$ cat src/rtl/verilogicoin_pkg.sv
// Shared definitions for the key-verification scheduler and its hash engine.
// Provides the requester count, permutation-table width, the accepted key tag,
// the hash length in engine cycles, the scheduler state encodings and the
// packed layout of a public key.
package verilogicoin_pkg;

  localparam int NUM_REQ     = 4;
  localparam int TABLE_W     = 258;
  localparam int HASH_CYCLES = 8;

  localparam logic [3:0] KEY_TAG = 4'b0010;

  // Scheduler states (3-bit encoding).
  localparam logic [2:0] ST_IDLE    = 3'd0;
  localparam logic [2:0] ST_LOAD    = 3'd1;
  localparam logic [2:0] ST_HASH    = 3'd2;
  localparam logic [2:0] ST_COMPARE = 3'd3;
  localparam logic [2:0] ST_RESP    = 3'd4;

  // Public key: upper nibble is the tag, lower byte the expected hash.
  typedef struct packed {
    logic [3:0] tag;
    logic [7:0] hash;
  } pub_key_t;

endpackage

$ cat src/rtl/pearson_hash8.sv
// Eight-round Pearson-style hash engine.
// Ports:
//   clock        system clock (rising edge)
//   resetn       asynchronous active-low restart; clears counter and hash
//   message      8-bit key being hashed, held stable while hashing
//   random_table [255:0] = 32 one-byte table entries, [257:256] = rotate amount
//   counter      round counter, 0..7, advancing every cycle out of reset
//   hash         running hash; holds the full result once counter wraps to 0
module pearson_hash8
  import verilogicoin_pkg::*;
(
  input  logic               clock,
  input  logic               resetn,
  input  logic [7:0]         message,
  input  logic [TABLE_W-1:0] random_table,
  output logic [2:0]         counter,
  output logic [7:0]         hash
);

  logic [7:0] mix;
  logic [7:0] entry;
  logic [7:0] folded;
  logic [7:0] hash_next;

  always_comb begin
    // The round number is mixed in so identical rounds do not collapse.
    mix    = hash ^ message ^ {5'b0, counter};
    entry  = random_table[{mix[4:0], 3'b000} +: 8];
    // Fold the address bits the 32-entry table cannot see back in.
    folded = entry ^ {mix[7:5], 5'b0};
    case (random_table[TABLE_W-1 -: 2])
      2'd0:    hash_next = folded;
      2'd1:    hash_next = {folded[6:0], folded[7]};
      2'd2:    hash_next = {folded[5:0], folded[7:6]};
      default: hash_next = {folded[4:0], folded[7:5]};
    endcase
  end

  always_ff @(posedge clock or negedge resetn) begin
    if (!resetn) begin
      counter <= '0;
      hash    <= '0;
    end else begin
      counter <= counter + 3'd1;
      hash    <= hash_next;
    end
  end

endmodule

$ cat src/rtl/rr_arbiter4.sv
// Combinational four-way round-robin selection.
// Ports:
//   req    request vector
//   rr_ptr highest-priority requester index
//   grant  one-hot winner (zero when no request)
//   index  binary index of the winner
//   valid  any request present
module rr_arbiter4 (
  input  logic [3:0] req,
  input  logic [1:0] rr_ptr,
  output logic [3:0] grant,
  output logic [1:0] index,
  output logic       valid
);

  logic [1:0] cand;

  always_comb begin
    grant = '0;
    index = rr_ptr;
    valid = 1'b0;
    cand  = '0;
    // Scan from the farthest offset down so the nearest set bit to rr_ptr
    // is the last one written and therefore wins.
    for (int k = 3; k >= 0; k--) begin
      cand = rr_ptr + 2'(k);
      if (req[cand]) begin
        grant = 4'b0001 << cand;
        index = cand;
        valid = 1'b1;
      end
    end
  end

endmodule

$ cat src/rtl/verify_scheduler.sv
// Round-robin scheduler sharing one pearson_hash8 engine among four
// key-verification requesters.
// Ports:
//   clock, resetn     system clock and asynchronous active-low reset
//   req               level requests, held until the requester's done
//   public_key_flat   requester i public key {tag, hash} at [12i+11:12i]
//   input_key_flat    requester i candidate key at [8i+7:8i]
//   random_table      permutation table forwarded to the engine
//   grant             one-hot engine owner, zero when idle
//   busy              high outside IDLE
//   done              one-cycle pulse on the owner's bit at the end
//   correct           verdict, only meaningful while done is non-zero
//   tag_err           set with done when the owner's tag was not accepted
module verify_scheduler
  import verilogicoin_pkg::*;
(
  input  logic                 clock,
  input  logic                 resetn,
  input  logic [NUM_REQ-1:0]   req,
  input  logic [12*NUM_REQ-1:0] public_key_flat,
  input  logic [8*NUM_REQ-1:0] input_key_flat,
  input  logic [TABLE_W-1:0]   random_table,
  output logic [NUM_REQ-1:0]   grant,
  output logic                 busy,
  output logic [NUM_REQ-1:0]   done,
  output logic                 correct,
  output logic                 tag_err
);

  pub_key_t   pub_keys [NUM_REQ];
  logic [7:0] in_keys  [NUM_REQ];

  for (genvar gi = 0; gi < NUM_REQ; gi++) begin : g_operands
    assign pub_keys[gi] = public_key_flat[12*gi +: 12];
    assign in_keys[gi]  = input_key_flat[8*gi +: 8];
  end

  logic [2:0] state_reg, state_next;
  logic [3:0] grant_reg;
  logic [1:0] index_reg;
  logic [1:0] rr_ptr_reg;
  logic [7:0] key_reg;
  logic [7:0] exp_hash_reg;
  logic       tag_err_reg;
  logic       match_reg;
  logic       eng_en_reg;

  logic [3:0] arb_grant;
  logic [1:0] arb_index;
  logic       arb_valid;

  logic [2:0] eng_counter;
  logic [7:0] eng_hash;
  logic       eng_resetn;
  logic       sel_tag_ok;

  rr_arbiter4 u_arb (
    .req    (req),
    .rr_ptr (rr_ptr_reg),
    .grant  (arb_grant),
    .index  (arb_index),
    .valid  (arb_valid)
  );

  // The engine enable is a flop, so the engine's asynchronous reset only
  // sees clean edges. It stays high through COMPARE so the finished hash is
  // still present when it is compared.
  assign eng_resetn = resetn & eng_en_reg;

  pearson_hash8 u_hash (
    .clock        (clock),
    .resetn       (eng_resetn),
    .message      (key_reg),
    .random_table (random_table),
    .counter      (eng_counter),
    .hash         (eng_hash)
  );

  assign sel_tag_ok = (pub_keys[arb_index].tag == KEY_TAG);

  always_comb begin
    state_next = state_reg;
    case (state_reg)
      ST_IDLE:    if (arb_valid) state_next = sel_tag_ok ? ST_LOAD : ST_RESP;
      ST_LOAD:    state_next = ST_HASH;
      ST_HASH:    if (eng_counter == 3'(HASH_CYCLES - 1)) state_next = ST_COMPARE;
      ST_COMPARE: state_next = ST_RESP;
      ST_RESP:    state_next = ST_IDLE;
      default:    state_next = ST_IDLE;
    endcase
  end

  always_ff @(posedge clock or negedge resetn) begin
    if (!resetn) begin
      state_reg    <= ST_IDLE;
      grant_reg    <= '0;
      index_reg    <= '0;
      rr_ptr_reg   <= '0;
      key_reg      <= '0;
      exp_hash_reg <= '0;
      tag_err_reg  <= 1'b0;
      match_reg    <= 1'b0;
      eng_en_reg   <= 1'b0;
    end else begin
      state_reg  <= state_next;
      eng_en_reg <= (state_next == ST_HASH) || (state_next == ST_COMPARE);
      case (state_reg)
        ST_IDLE: begin
          if (arb_valid) begin
            grant_reg    <= arb_grant;
            index_reg    <= arb_index;
            key_reg      <= in_keys[arb_index];
            exp_hash_reg <= pub_keys[arb_index].hash;
            tag_err_reg  <= ~sel_tag_ok;
            match_reg    <= 1'b0;
          end
        end
        ST_COMPARE: match_reg <= (eng_hash == exp_hash_reg);
        ST_RESP: begin
          rr_ptr_reg <= index_reg + 2'd1;
          grant_reg  <= '0;
        end
        default: ;
      endcase
    end
  end

  assign grant   = grant_reg;
  assign busy    = (state_reg != ST_IDLE);
  assign done    = (state_reg == ST_RESP) ? grant_reg : '0;
  assign correct = (state_reg == ST_RESP) & match_reg & ~tag_err_reg;
  assign tag_err = (state_reg == ST_RESP) & tag_err_reg;

endmodule

$ cat config.mk
export PLATFORM = sky130hd
export DESIGN_NAME = verify_scheduler
export DESIGN_NICKNAME = d
export VERILOG_FILES = /design/src/rtl/verilogicoin_pkg.sv /design/src/rtl/pearson_hash8.sv /design/src/rtl/rr_arbiter4.sv /design/src/rtl/verify_scheduler.sv
export SDC_FILE = /design/constraint.sdc
export NUM_CORES = 1
export LEC_CHECK = 0
export CAP_MARGIN = 30
export CORE_AREA = 2 2 139 141
export DETAILED_ROUTE_END_ITERATION = 8
export DIE_AREA = 0 0 141 143
export GPL_ROUTABILITY_DRIVEN = 0
export MAX_ROUTING_LAYER = met4
export PLACE_DENSITY = 0.62
export SLEW_MARGIN = 20
export SYNTH_ARGS = -nofsm -noshare
export SYNTH_HDL_FRONTEND = slang
export SYNTH_SLANG_ARGS = --single-unit
export TNS_END_PERCENT = 100
$ cat constraint.sdc
create_clock -name clock -period 1.3 [get_ports clock]
set_input_delay 0.26 -clock clock [delete_from_list [all_inputs] [get_ports clock]]
set_output_delay 0.26 -clock clock [all_outputs]
set_load 0.005 [all_outputs]
Yosys cells after proc, flatten, opt, wreduce, memory -nomap -nowiden
Cells that the tools add are included.
- flip-flop bits (word level): 41
- input port bits: 344
- $add $sub $neg: 5
- magnitude comparators: 5
- equal/unequal tests: 12
- shift operators: 5
- multiplexer cells: 36
- bitwise operators: 10
- reductions and logical operators: 9
- operators with widths (operator ; count):
    $shiftx 258x9->8 ; 1
    $bmux 12 s2 ; 1
    $mux 12 ; 2
    $mux 4 ; 6
    $pmux 8 s3 ; 1
    $bmux 8 s2 ; 1
    $mux 8 ; 2
    $shl 1x2->4 const A ; 4
    $xor 8x8->8 ; 2
    $eq 3x2->1 const B ; 4
    $lt 2x3->1 const B ; 4
    $pmux 3 s4 ; 1
    $mux 1 ; 9
    $mux 3 ; 3
    $bmux 1 s2 ; 4
    $eq 8x8->1 ; 1
    $mux 2 ; 4
    $pmux 4 s2 ; 1
    $xor 8x3->8 ; 1
    $eq 3x3->1 const B ; 2
    $reduce_and 2->1 ; 3
    $add 2x1->2 const B ; 2
    $add 2x2->2 const B ; 2
    $and 1x1->1 ; 4
    other kinds (15) ; 17

Depth between registers and ports, before layout
Gate-level depths: netlist of run 1.
- word-level depth: 17
- mapped depth: 12

Hierarchy
Synthesis of run 1 repeated with hierarchy kept, for this count alone.
- cell total of the unflattened synthesis: 550
- area, all modules: 5351.4 um^2
- modules (own cells, without submodules) (module ; times used ; cells an instance ; area each (um^2)):
    pearson_hash8 ; 1 ; 362 ; 3022.9
    verify_scheduler ; 1 ; 129 ; 1779.2
    rr_arbiter4 ; 1 ; 59 ; 549.3

Worst setup path before layout of run 1
No wires, ideal clock.
- kind: register to register
- start point: reg rr_ptr_reg[0]
- end point: reg exp_hash_reg[7]
- library setup time: 0.117 ns
- data arrival time: 3.119 ns
- setup slack: -1.936 ns
- cell stages (with the launch flop): 13
- period minus slack after synthesis: 3.236 ns
- cells stage by stage: dfrtp_1 buf_2 inv_1 ha_1 mux4_2 nor2b_2 nor2_1 nor2_4 xnor2_4 buf_4 mux4_2 nand2_1 nand2_1
- cells in the longest elaborated chain, start to end: 11
- RTL lines (item ; RTL line ; source):
    start, declared ; verify_scheduler.sv:41 ; logic [1:0] rr_ptr_reg;
    start signal, assigned ; verify_scheduler.sv:120 ; rr_ptr_reg <= index_reg + 2'd1;
    $add 2x2->2 ; rr_arbiter4.sv:26 ; cand = rr_ptr + 2'(k);
    $bmux 1 s2 ; rr_arbiter4.sv:27 ; if (req[cand]) begin
    $mux 1 (not written as such) ; rr_arbiter4.sv:27 ;
    $mux 2 (4 in series) ; rr_arbiter4.sv:27 ;
    $not 2->3 (not written as such) ; verify_scheduler.sv:113 ; exp_hash_reg <= pub_keys[arb_index].hash;
    $bmux 12 s2 ; verify_scheduler.sv:113 ;
    $mux 12 (not written as such) (2 in series) ; verify_scheduler.sv:113 ;
    end signal, assigned ; verify_scheduler.sv:113 ;
    end, declared ; verify_scheduler.sv:43 ; logic [7:0] exp_hash_reg;
Several ways; a longest one is shown, not always the timed one. The select of a mux whose other input is x is not followed.
A chain may end at the register's enable or synchronous reset.

Worst setup path after layout of run 1
- start point: reg u_hash.hash[0]
- end point: reg u_hash.hash[0]
- cells in the longest elaborated chain, start to end: 5
- RTL lines (item ; RTL line ; source):
    start, declared ; pearson_hash8.sv:17 ; output logic [7:0] hash
    start signal, assigned ; pearson_hash8.sv:45 ; hash <= hash_next;
    $xor 8x8->8 ; pearson_hash8.sv:27 ; mix = hash ^ message ^ {5'b0, counter};
    $xor 8x3->8 ; pearson_hash8.sv:27 ;
    $shiftx 258x9->8 ; pearson_hash8.sv:28 ; entry = random_table[{mix[4:0], 3'b000} +: 8];
    $xor 8x8->8 ; pearson_hash8.sv:30 ; folded = entry ^ {mix[7:5], 5'b0};
    $pmux 8 s3 ; pearson_hash8.sv:31 ; case (random_table[TABLE_W-1 -: 2])
    net u_hash.hash_next[0] ; pearson_hash8.sv:23 ; logic [7:0] hash_next;
The timed path passes the listed nets, and every way through them passes these cells.

==> impl_metrics.env, run 1 <==
export IMPL_status="finished with violations"
export IMPL_violations="setup timing"
export IMPL_die_width_um=141
export IMPL_cp_arrival_ns=3.08
export IMPL_async_flop_share_pct=100.0
export IMPL_leakage_nw=4.454
export IMPL_via_per_inst=4.925
export IMPL_synth_ff_type="dfrtp_1"
export IMPL_use_met3_pct=2.951
export IMPL_grt_overflow=0
export IMPL_synthSimpleGateAreaFrac_pct=18.98
export IMPL_slew_viol_final=0
export IMPL_cap_violations=0
export IMPL_grt_antenna_before_repair=2
export IMPL_fin_skew_ns=0.008366
export IMPL_critPathMaxFanout=4
export IMPL_die_h_um=143
export IMPL_core_um2=18580
export IMPL_rsz0062_at_grt="yes"
export IMPL_tightest_slew_ns=0.4231
export IMPL_post_route_period_util_pct=224.8
export IMPL_dr_pass1_iters=5
export IMPL_cts_tree="built"
export IMPL_p_total_mw=32.10
export IMPL_final_cells=1230
export IMPL_drive_above_1_share_pct=27.26
export IMPL_synth_cell_type_count=54
export IMPL_area_growth_pct=109.3
export IMPL_grt_pass1_wl_um=36200
export IMPL_clock_latency_ns=0.29
export IMPL_place_inst=1191
export IMPL_worst_slack_ns=-1.622
export IMPL_busiest_layer="met2"
export IMPL_drc=0
export IMPL_hold_viol=0
export IMPL_wire_per_inst_um=20.17
export IMPL_final_nets=1347
export IMPL_critical_path_startpoint_type="register"
export IMPL_row_count=50
export IMPL_syn_area_um2=5049
export IMPL_final_util_pct=56.88
export IMPL_end_kind="register"
export IMPL_die_area_um2=20160
export IMPL_synth_area_per_cell_um2=9.526
export IMPL_synth_xor_area_share_pct=6.766
export IMPL_yosys_warnings=0
export IMPL_place_hpwl_um=20640
export IMPL_root_buffer="clkbuf_16"
export IMPL_path_class="reg2reg"
export IMPL_required_ns=1.46
export IMPL_vdd_drop_max_v=0.001487
export IMPL_relSlewSlack_pct=71.71
export IMPL_powerDensity_nw_per_um2=3038
export IMPL_first_global_vias=6353
export IMPL_synth_net_count=884
export IMPL_numCtsBuffers=5
export IMPL_fin_crit_ns=2.922
export IMPL_synth_compound_area_share_pct=10.21
export IMPL_portBuffers=354
export IMPL_initial_utilization_pct=27.17
export IMPL_use_met2_pct=40.08
export IMPL_grt_max_degree=25
export IMPL_htree_levels=2
export IMPL_cts_sinks=41
export IMPL_synth_edff_count=0
export IMPL_postCtsHoldBufs=0
export IMPL_clkTransAtPathRegs_ns=0.06
export IMPL_setup_violations=41
export IMPL_grt_usage_pct=24.43
export IMPL_ant_nets=0
export IMPL_synthAdderAreaFrac_pct=2.478
export IMPL_ios=355
export IMPL_hold_path_class="reg2async"
export IMPL_synth_top_family_by_area="multiplexers"
export IMPL_synthMuxAreaShare_pct=37.32
export IMPL_drt_iter0_markers=255
export IMPL_drt_total_wl_um=24810
export IMPL_syn_inst=530
export IMPL_cts_buffer_depth=2
export IMPL_synth_seq_cells=41
export IMPL_synth_seq_area_share_pct=20.32
export IMPL_fin_setup_tns_ns=-44.47
export IMPL_vias=6058
export IMPL_fmaxAchievable_ghz=0.3422
export IMPL_use_met1_pct=32.91
## kinds of logic after synthesis
kind of cell               after synthesis
adders and majority gates               10
DFF                                     41
buffers and inverters                   39
and+or+nand+nor                        212
muxes                                  125
xor gates and xnor gates                27
AOI/OAI and AO/OA                       76
## cell usage in the layout (no fill, tap or decap), drive strengths merged, types with 14 or more instances in the layout
| cell type | instances |
|---|---|
| dfrtp | 41 |
| buf | 140 |
| xnor2 | 17 |
| o22ai | 14 |
| nand3 | 21 |
| clkdlybuf4s50 | 343 |
| nor2 | 27 |
| mux2i | 69 |
| nand2 | 121 |
| mux4 | 50 |
| a21oi | 18 |
## critical path, stage by stage (launching register included)
cell and delay [ns]:
dfrtp_1 0.40, xnor3_2 0.50, buf_12 0.16, mux2i_1 0.14, mux2i_1 0.09, mux4_2 0.50, a221oi_4 0.34, xnor2_2 0.16
inv_1 0.06, mux4_2 0.45
## report_power, final
group / switching (mW) / internal [mW] / leakage [nW]
Sequential: 0.497 / 1.91 / 0.511
Combinational: 12.7 / 15.6 / 3.86
Clock: 0.509 / 0.910 / 0.0811
Total: 13.7 / 18.4 / 4.45
## Yosys cell counts (all sizes together), types with 3 or more instances
library cell	n	area share (%)
and3	7	0.87
ha	10	2.5
xor2	4	0.69
o22ai	14	1.7
nor3	5	0.50
buf	16	2.2
a31oi	4	0.50
nand4	9	1.1
mux2i	69	14
xnor3	3	1.3
dfrtp	41	20
mux4	50	22
nor2	27	2.3
nand3	21	2.1
mux2	6	1.3
o221ai	3	0.52
nand2	121	9.0
a21oi	18	1.8
inv	5	0.37
a32oi	10	1.7
and2	4	0.50
xnor2	17	3.3
clkbuf	17	1.3
xor3	3	1.4
a22oi	4	0.59
o22a	3	0.52
nor4b	5	0.87
o21ai	9	0.89
## routing by layer
metal | vias up | share of wire (%)
li1 | 2950 | -
met1 | 2848 | 43
met2 | 231 | 49
met3 | 29 | 6.1
met4 | 0 | 1.6
met5 | - | 0
## through the flow
stage	setup WS [ns]	hold WS, ns	instance area, um^2
finish	-1.622	0.2730	10570
CTS	-1.641	0.2802	10550
global route	-1.713	0.3214	10570
floorplan	-1.596	-0.03559	5194
detailed placement	-1.657	0.2810	9658
global placement	-1.606	0.2770	9658
## worst paths after layout
kind	endpoint	slack (ns)	startpoint	cells after the start
setup / recovery	u_hash.hash[0]	-1.62	u_hash.hash[0]	9
hold / removal	u_hash.hash[7]	0.27	eng_en_reg	2
setup reg to reg	u_hash.hash[0]	-1.62	u_hash.hash[0]	9
hold reg to reg	u_hash.hash[7]	0.27	eng_en_reg	2
max in group asynchronous	u_hash.counter[0]	0.59	resetn	3
min in group clock	exp_hash_reg[5]	0.50	exp_hash_reg[5]	2
## final cells by class
cell class / count / area, um^2
antenna: 2 / 5.005
clock buffer: 6 / 128.9
clock inverter: 2 / 38.79
fill: 1627 / 8011
inverter: 6 / 27.53
multi-input combinational: 451 / 4184
sequential: 41 / 1030
tap: 234 / 292.8
timing repair buffer: 488 / 4862
## timing repair
action                     CTS  global route
resized for setup          106            30
pin swaps                   39            22
setup endpoints to repair   45            41
gates cloned                 8             0
setup buffers               25             5
No activity file was read; power rests on OpenSTA's default activity.
==> run 2, diff against run 1 <==
--- a/config.mk
+++ b/config.mk
@@ -6,12 +6,12 @@
 export NUM_CORES = 1
 export LEC_CHECK = 0
 export CAP_MARGIN = 30
-export CORE_AREA = 2 2 139 141
+export CORE_AREA = 2 2 137 139
 export DETAILED_ROUTE_END_ITERATION = 8
-export DIE_AREA = 0 0 141 143
+export DIE_AREA = 0 0 139 141
 export GPL_ROUTABILITY_DRIVEN = 0
 export MAX_ROUTING_LAYER = met4
-export PLACE_DENSITY = 0.62
+export PLACE_DENSITY = 0.64
 export SLEW_MARGIN = 20
 export SYNTH_ARGS = -nofsm -noshare
 export SYNTH_HDL_FRONTEND = slang
==> run 2 against run 1 <==
  * The flow still finishes with violations (setup timing)
  * Sequential power about the same
  * Count of clock-buffer cells in the layout is the same
  * Register-to-register slack worse by 0.06 ns
  * Routed wire length increased by 1.6%
  * Global-route usage increased by 0.33 points
  * Core utilization up 1.5 points
  * Power fell by 0.13%
  * Largest power group unchanged
  * First-iteration DRC count increased by 11%
  * Critical path depth up 1
  * Non-clock buffer count up 1
  * Via count is 3.0% higher
==> impl_metrics.env, run 2 (synthesis gave the netlist of run 1 again) <==
export IMPL_status="finished with violations"
export IMPL_violations="setup timing"
export IMPL_clkTransAtPathRegs_ns=0.06
export IMPL_portBuffers=354
export IMPL_use_met1_pct=31.23
export IMPL_grt_max_degree=37
export IMPL_leakage_nw=4.504
export IMPL_die_width_um=139
export IMPL_wire_per_inst_um=20.44
export IMPL_use_met3_pct=3.329
export IMPL_first_global_vias=6382
export IMPL_drt_total_wl_um=25200
export IMPL_place_hpwl_um=20580
export IMPL_row_count=50
export IMPL_hold_path_class="in2async"
export IMPL_cts_tree="built"
export IMPL_cp_arrival_ns=3.13
export IMPL_die_area_um2=19600
export IMPL_grt_usage_pct=24.76
export IMPL_powerDensity_nw_per_um2=3008
export IMPL_fin_crit_ns=2.982
export IMPL_grt_antenna_before_repair=3
export IMPL_core_um2=18270
export IMPL_root_buffer="clkbuf_16"
export IMPL_critical_path_startpoint_type="register"
export IMPL_drt_iter0_markers=282
export IMPL_hold_viol=0
export IMPL_fmaxAchievable_ghz=0.3354
export IMPL_setup_violations=42
export IMPL_place_inst=1179
export IMPL_cap_violations=0
export IMPL_end_kind="register"
export IMPL_required_ns=1.45
export IMPL_clock_latency_ns=0.28
export IMPL_busiest_layer="met2"
export IMPL_final_common_cell="clkdlybuf4s50_1"
export IMPL_vias=6239
export IMPL_relSlewSlack_pct=67.73
export IMPL_ios=355
export IMPL_worst_slack_ns=-1.682
export IMPL_numCtsBuffers=5
export IMPL_drive_above_1_share_pct=28.74
export IMPL_dr_pass1_iters=4
export IMPL_grt_pass1_wl_um=36090
export IMPL_whs_ns=0.1774
export IMPL_use_met2_pct=42.16
export IMPL_p_total_mw=32.06
export IMPL_postCtsHoldBufs=0
export IMPL_area_growth_pct=111.2
export IMPL_rsz0062_at_grt="yes"
export IMPL_tightest_slew_ns=0.4841
export IMPL_critPathMaxFanout=4
export IMPL_via_per_inst=5.060
export IMPL_cts_sinks=41
export IMPL_ant_nets=0
export IMPL_die_h_um=141
export IMPL_final_nets=1348
export IMPL_pre_cts_slack_ns=-1.625
export IMPL_path_class="reg2reg"
export IMPL_fin_skew_ns=0.003388
export IMPL_slew_viol_final=0
export IMPL_layout_common_cells="339 x clkdlybuf4s50_1, 105 x nand2_1, 93 x buf_4, 67 x mux2i_1, 50 x mux4_2"
export IMPL_final_cells=1233
export IMPL_grt_overflow=0
export IMPL_drc=0
export IMPL_vdd_drop_max_v=0.001519
export IMPL_post_route_period_util_pct=229.4
export IMPL_initial_utilization_pct=27.64
export IMPL_cts_buffer_depth=2
export IMPL_htree_levels=2
==> run 2: worst paths after layout <==
kind / from / to / slack [ns] / cells past startpoint
min in group clock: exp_hash_reg[0] / exp_hash_reg[0] / 0.50 / 2
worst min register to register: eng_en_reg / u_hash.counter[2] / 0.32 / 2
max in group asynchronous: resetn / u_hash.counter[0] / 0.60 / 3
worst min-delay path: resetn / grant[2] / 0.18 / 1
worst max register to register: u_hash.counter[0] / u_hash.hash[0] / -1.68 / 10
worst max-delay path: u_hash.counter[0] / u_hash.hash[0] / -1.68 / 10
==> run 2: worst max-delay path: stages, from the launching register on <==
cell,delay [ns]
dfrtp_2,0.44
buf_6,0.13
xnor3_2,0.40
buf_6,0.11
mux2i_1,0.17
mux2i_1,0.08
mux4_2,0.51
a221oi_4,0.36
xnor2_2,0.16
inv_1,0.05
mux4_2,0.44
==> run 2: cell type report <==
class	count	area, um^2
Antenna cell	4	10.01
Clock buffer	6	128.9
Clock inverter	2	10.01
Fill cell	1611	7607
Inverter	6	27.53
Multi-Input combinational cell	451	4253
Sequential cell	41	1030
Tap cell	234	292.8
Timing Repair Buffer	489	4908
==> run 2: what timing repair did <==
action | 4_1_cts | 5_1_grt
pin swaps | 18 | 36
endpoints found under the hold margin | 0 | 0
endpoints found under the setup margin | 45 | 42
gates cloned | 3 | 6
gates resized for setup | 69 | 95
buffers inserted | 14 | 25
==> run 2: layer usage <==
| metal | up-vias | share of wire [%] |
|---|---|---|
| met2 | 229 | 51 |
| met4 | 0 | 2.3 |
| met5 | - | 0 |
| li1 | 2951 | - |
| met1 | 3028 | 42 |
| met3 | 31 | 4.3 |
==> run 2: power by group <==
| part | switching [mW] | total [mW] | internal [mW] |
|---|---|---|---|
| registers | 0.498 | 2.40 | 1.90 |
| clock network | 0.486 | 1.19 | 0.705 |
| logic | 12.9 | 28.5 | 15.6 |
| total | 13.9 | 32.1 | 18.2 |
==> run 2: metrics by stage <==
step                      util, %  instance area [um^2]  setup TNS, ns
after floorplan                 -                  5194         -45.13
after global routing        58.34                 10660         -49.55
final                       58.36                 10660         -45.36
after global placement      52.31                  9555         -51.00
after CTS                   54.70                  9992         -45.23
after detailed placement    52.31                  9555         -52.03
==> run 3, diff against run 2 <==
--- a/config.mk
+++ b/config.mk
@@ -11,7 +11,7 @@
 export DIE_AREA = 0 0 139 141
 export GPL_ROUTABILITY_DRIVEN = 0
 export MAX_ROUTING_LAYER = met4
-export PLACE_DENSITY = 0.64
+export PLACE_DENSITY_LB_ADDON = 0.12
 export SLEW_MARGIN = 20
 export SYNTH_ARGS = -nofsm -noshare
 export SYNTH_HDL_FRONTEND = slang
==> run 3 against run 2 <==
  * The flow still finishes with violations (setup timing)
  * Cell count shrank 0.73%
  * Register-to-register slack better by 0.10 ns
  * Worst hold slack improved by 0.12 ns
  * Clock skew increased by 0.0056 ns
  * Critical path type unchanged
  * Largest cell class unchanged
  * Largest power group unchanged
  * Highest routed layer unchanged
==> impl_metrics.env, run 3 (synthesis gave the netlist of run 1 again) <==
export IMPL_htree_levels=2
export IMPL_cts_tree="built"
export IMPL_ff2ff_path_depth=10
export IMPL_drt_iter0_markers=292
export IMPL_clock_latency_ns=0.28
export IMPL_drive_above_1_share_pct=27.47
export IMPL_die_h_um=141
export IMPL_post_route_period_util_pct=221.5
export IMPL_hold_viol=0
export IMPL_via_per_inst=5.060
export IMPL_critical_path_startpoint_type="register"
export IMPL_final_common_cell="clkdlybuf4s50_1"
export IMPL_fin_setup_tns_ns=-46.21
export IMPL_final_nets=1343
export IMPL_cts_buffer_depth=2
export IMPL_cap_violations=0
export IMPL_drc=0
export IMPL_grt_pass1_wl_um=36760
export IMPL_layout_common_cells="342 x clkdlybuf4s50_1, 109 x nand2_1, 87 x buf_4, 69 x mux2i_1, 50 x mux4_2"
export IMPL_fin_crit_ns=2.880
export IMPL_numCtsBuffers=5
export IMPL_vias=6193
export IMPL_cts_sinks=41
export IMPL_critPathMaxFanout=10
export IMPL_crit_slowest_cell="xnor3_4"
export IMPL_required_ns=1.47
export IMPL_end_kind="register"
export IMPL_fin_skew_ns=0.008966
export IMPL_violations="setup timing"
export IMPL_nFillCells=1571
export IMPL_tightest_slew_ns=0.4209
export IMPL_status="finished with violations"
export IMPL_initial_utilization_pct=27.64
export IMPL_ios=355
export IMPL_die_area_um2=19600
export IMPL_worst_path_largest_cell_delay_ns=0.58
export IMPL_clkTransAtPathRegs_ns=0.06
export IMPL_final_util_pct=57.83
export IMPL_dr_pass1_iters=5
export IMPL_area_growth_pct=109.2
export IMPL_postCtsHoldBufs=0
export IMPL_slew_viol_final=0
export IMPL_setup_violations=42
export IMPL_path_class="reg2reg"
export IMPL_first_global_vias=6674
export IMPL_grt_antenna_before_repair=0
export IMPL_core_um2=18270
export IMPL_fmaxAchievable_ghz=0.3473
export IMPL_ant_nets=0
export IMPL_root_buffer="clkbuf_16"
export IMPL_drt_total_wl_um=24680
export IMPL_hold_path_class="reg2async"
export IMPL_grt_max_degree=24
export IMPL_antenna_cells=0
export IMPL_portBuffers=354
export IMPL_leakage_nw=4.441
export IMPL_rsz0062_at_grt="yes"
export IMPL_grt_usage_pct=24.62
export IMPL_grt_overflow=0
export IMPL_vdd_drop_max_v=0.001303
export IMPL_powerDensity_nw_per_um2=2964
export IMPL_place_hpwl_um=20480
export IMPL_die_width_um=139
export IMPL_worst_slack_ns=-1.580
export IMPL_crit_path_cell_trace="xnor3_4 -> buf_6 -> buf_16 -> nor2_4 -> a32oi_1 -> a31oi_1 -> nor3_1 -> or4_1 -> o221a_2 -> mux2_2"
export IMPL_cp_arrival_ns=3.05
export IMPL_row_count=50
export IMPL_wire_per_inst_um=20.16
export IMPL_relSlewSlack_pct=71.94
run 3: final timing paths:
path	start	end	slack, ns
max in group asynchronous	resetn	rr_ptr_reg[0]	0.58
hold / removal	eng_en_reg	u_hash.counter[0]	0.30
setup / recovery	u_hash.hash[0]	u_hash.hash[6]	-1.58
hold reg to reg	eng_en_reg	u_hash.counter[0]	0.30
min in group clock	exp_hash_reg[2]	exp_hash_reg[2]	0.50
setup reg to reg	u_hash.hash[0]	u_hash.hash[6]	-1.58
run 3: worst max-delay path: cells and delay by family, from the launching register on:
family	cells	cell delay, ns
AND/OR/NAND/NOR	3	0.76
XOR/XNOR	1	0.58
AO/OA/AOI/OAI	3	0.48
flip-flops	1	0.36
buffers and inverters	2	0.32
multiplexers	1	0.27
run 3: layout make-up:
class / instances / area [um^2] / share of cell area (%)
Clock inverter: 3 / 43.79 / 0.4145
Sequential cell: 41 / 1028 / 9.736
Inverter: 6 / 27.53 / 0.2606
Timing Repair Buffer: 484 / 4878 / 46.18
Tap cell: 234 / 292.8 / 2.772
Multi-Input combinational cell: 451 / 4168 / 39.45
Clock buffer: 5 / 125.1 / 1.184
run 3: metrics by stage:
step	setup WS, ns	power, mW	std cells	instance area (um^2)	hold WS, ns
after floorplan	-1.596	17.88	530	5194	-0.03559
after detailed placement	-1.649	25.24	1174	9555	0.2900
final	-1.580	31.31	1224	10560	0.2950
after global routing	-1.699	33.40	1224	10560	0.3196
after CTS	-1.586	30.30	1212	10310	0.2996
after global placement	-1.556	24.81	1174	9555	0.3092
run 3: where the power goes:
| group | switching (mW) | total, mW | internal [mW] |
|---|---|---|---|
| clock network | 0.519 | 1.43 | 0.909 |
| registers | 0.476 | 2.38 | 1.90 |
| logic | 12.5 | 27.5 | 15.0 |
run 3: what timing repair did:
| item | CTS | global route |
|---|---|---|
| endpoints found under the setup margin | 45 | 43 |
| gates resized for setup | 97 | 49 |
| setup buffers | 24 | 15 |
| gates cloned | 6 | 1 |
| pin swaps | 19 | 25 |
run 3: metal layers:
| layer | track usage, % | wire length, um | vias up |
|---|---|---|---|
| met1 | 28.95 | 9626 | 2990 |
| li1 | - | - | 2941 |
| met2 | 45.63 | 13440 | 234 |
| met5 | - | 0 | - |
| met3 | 3.363 | 1203 | 28 |
| met4 | 4.040 | 410 | 0 |
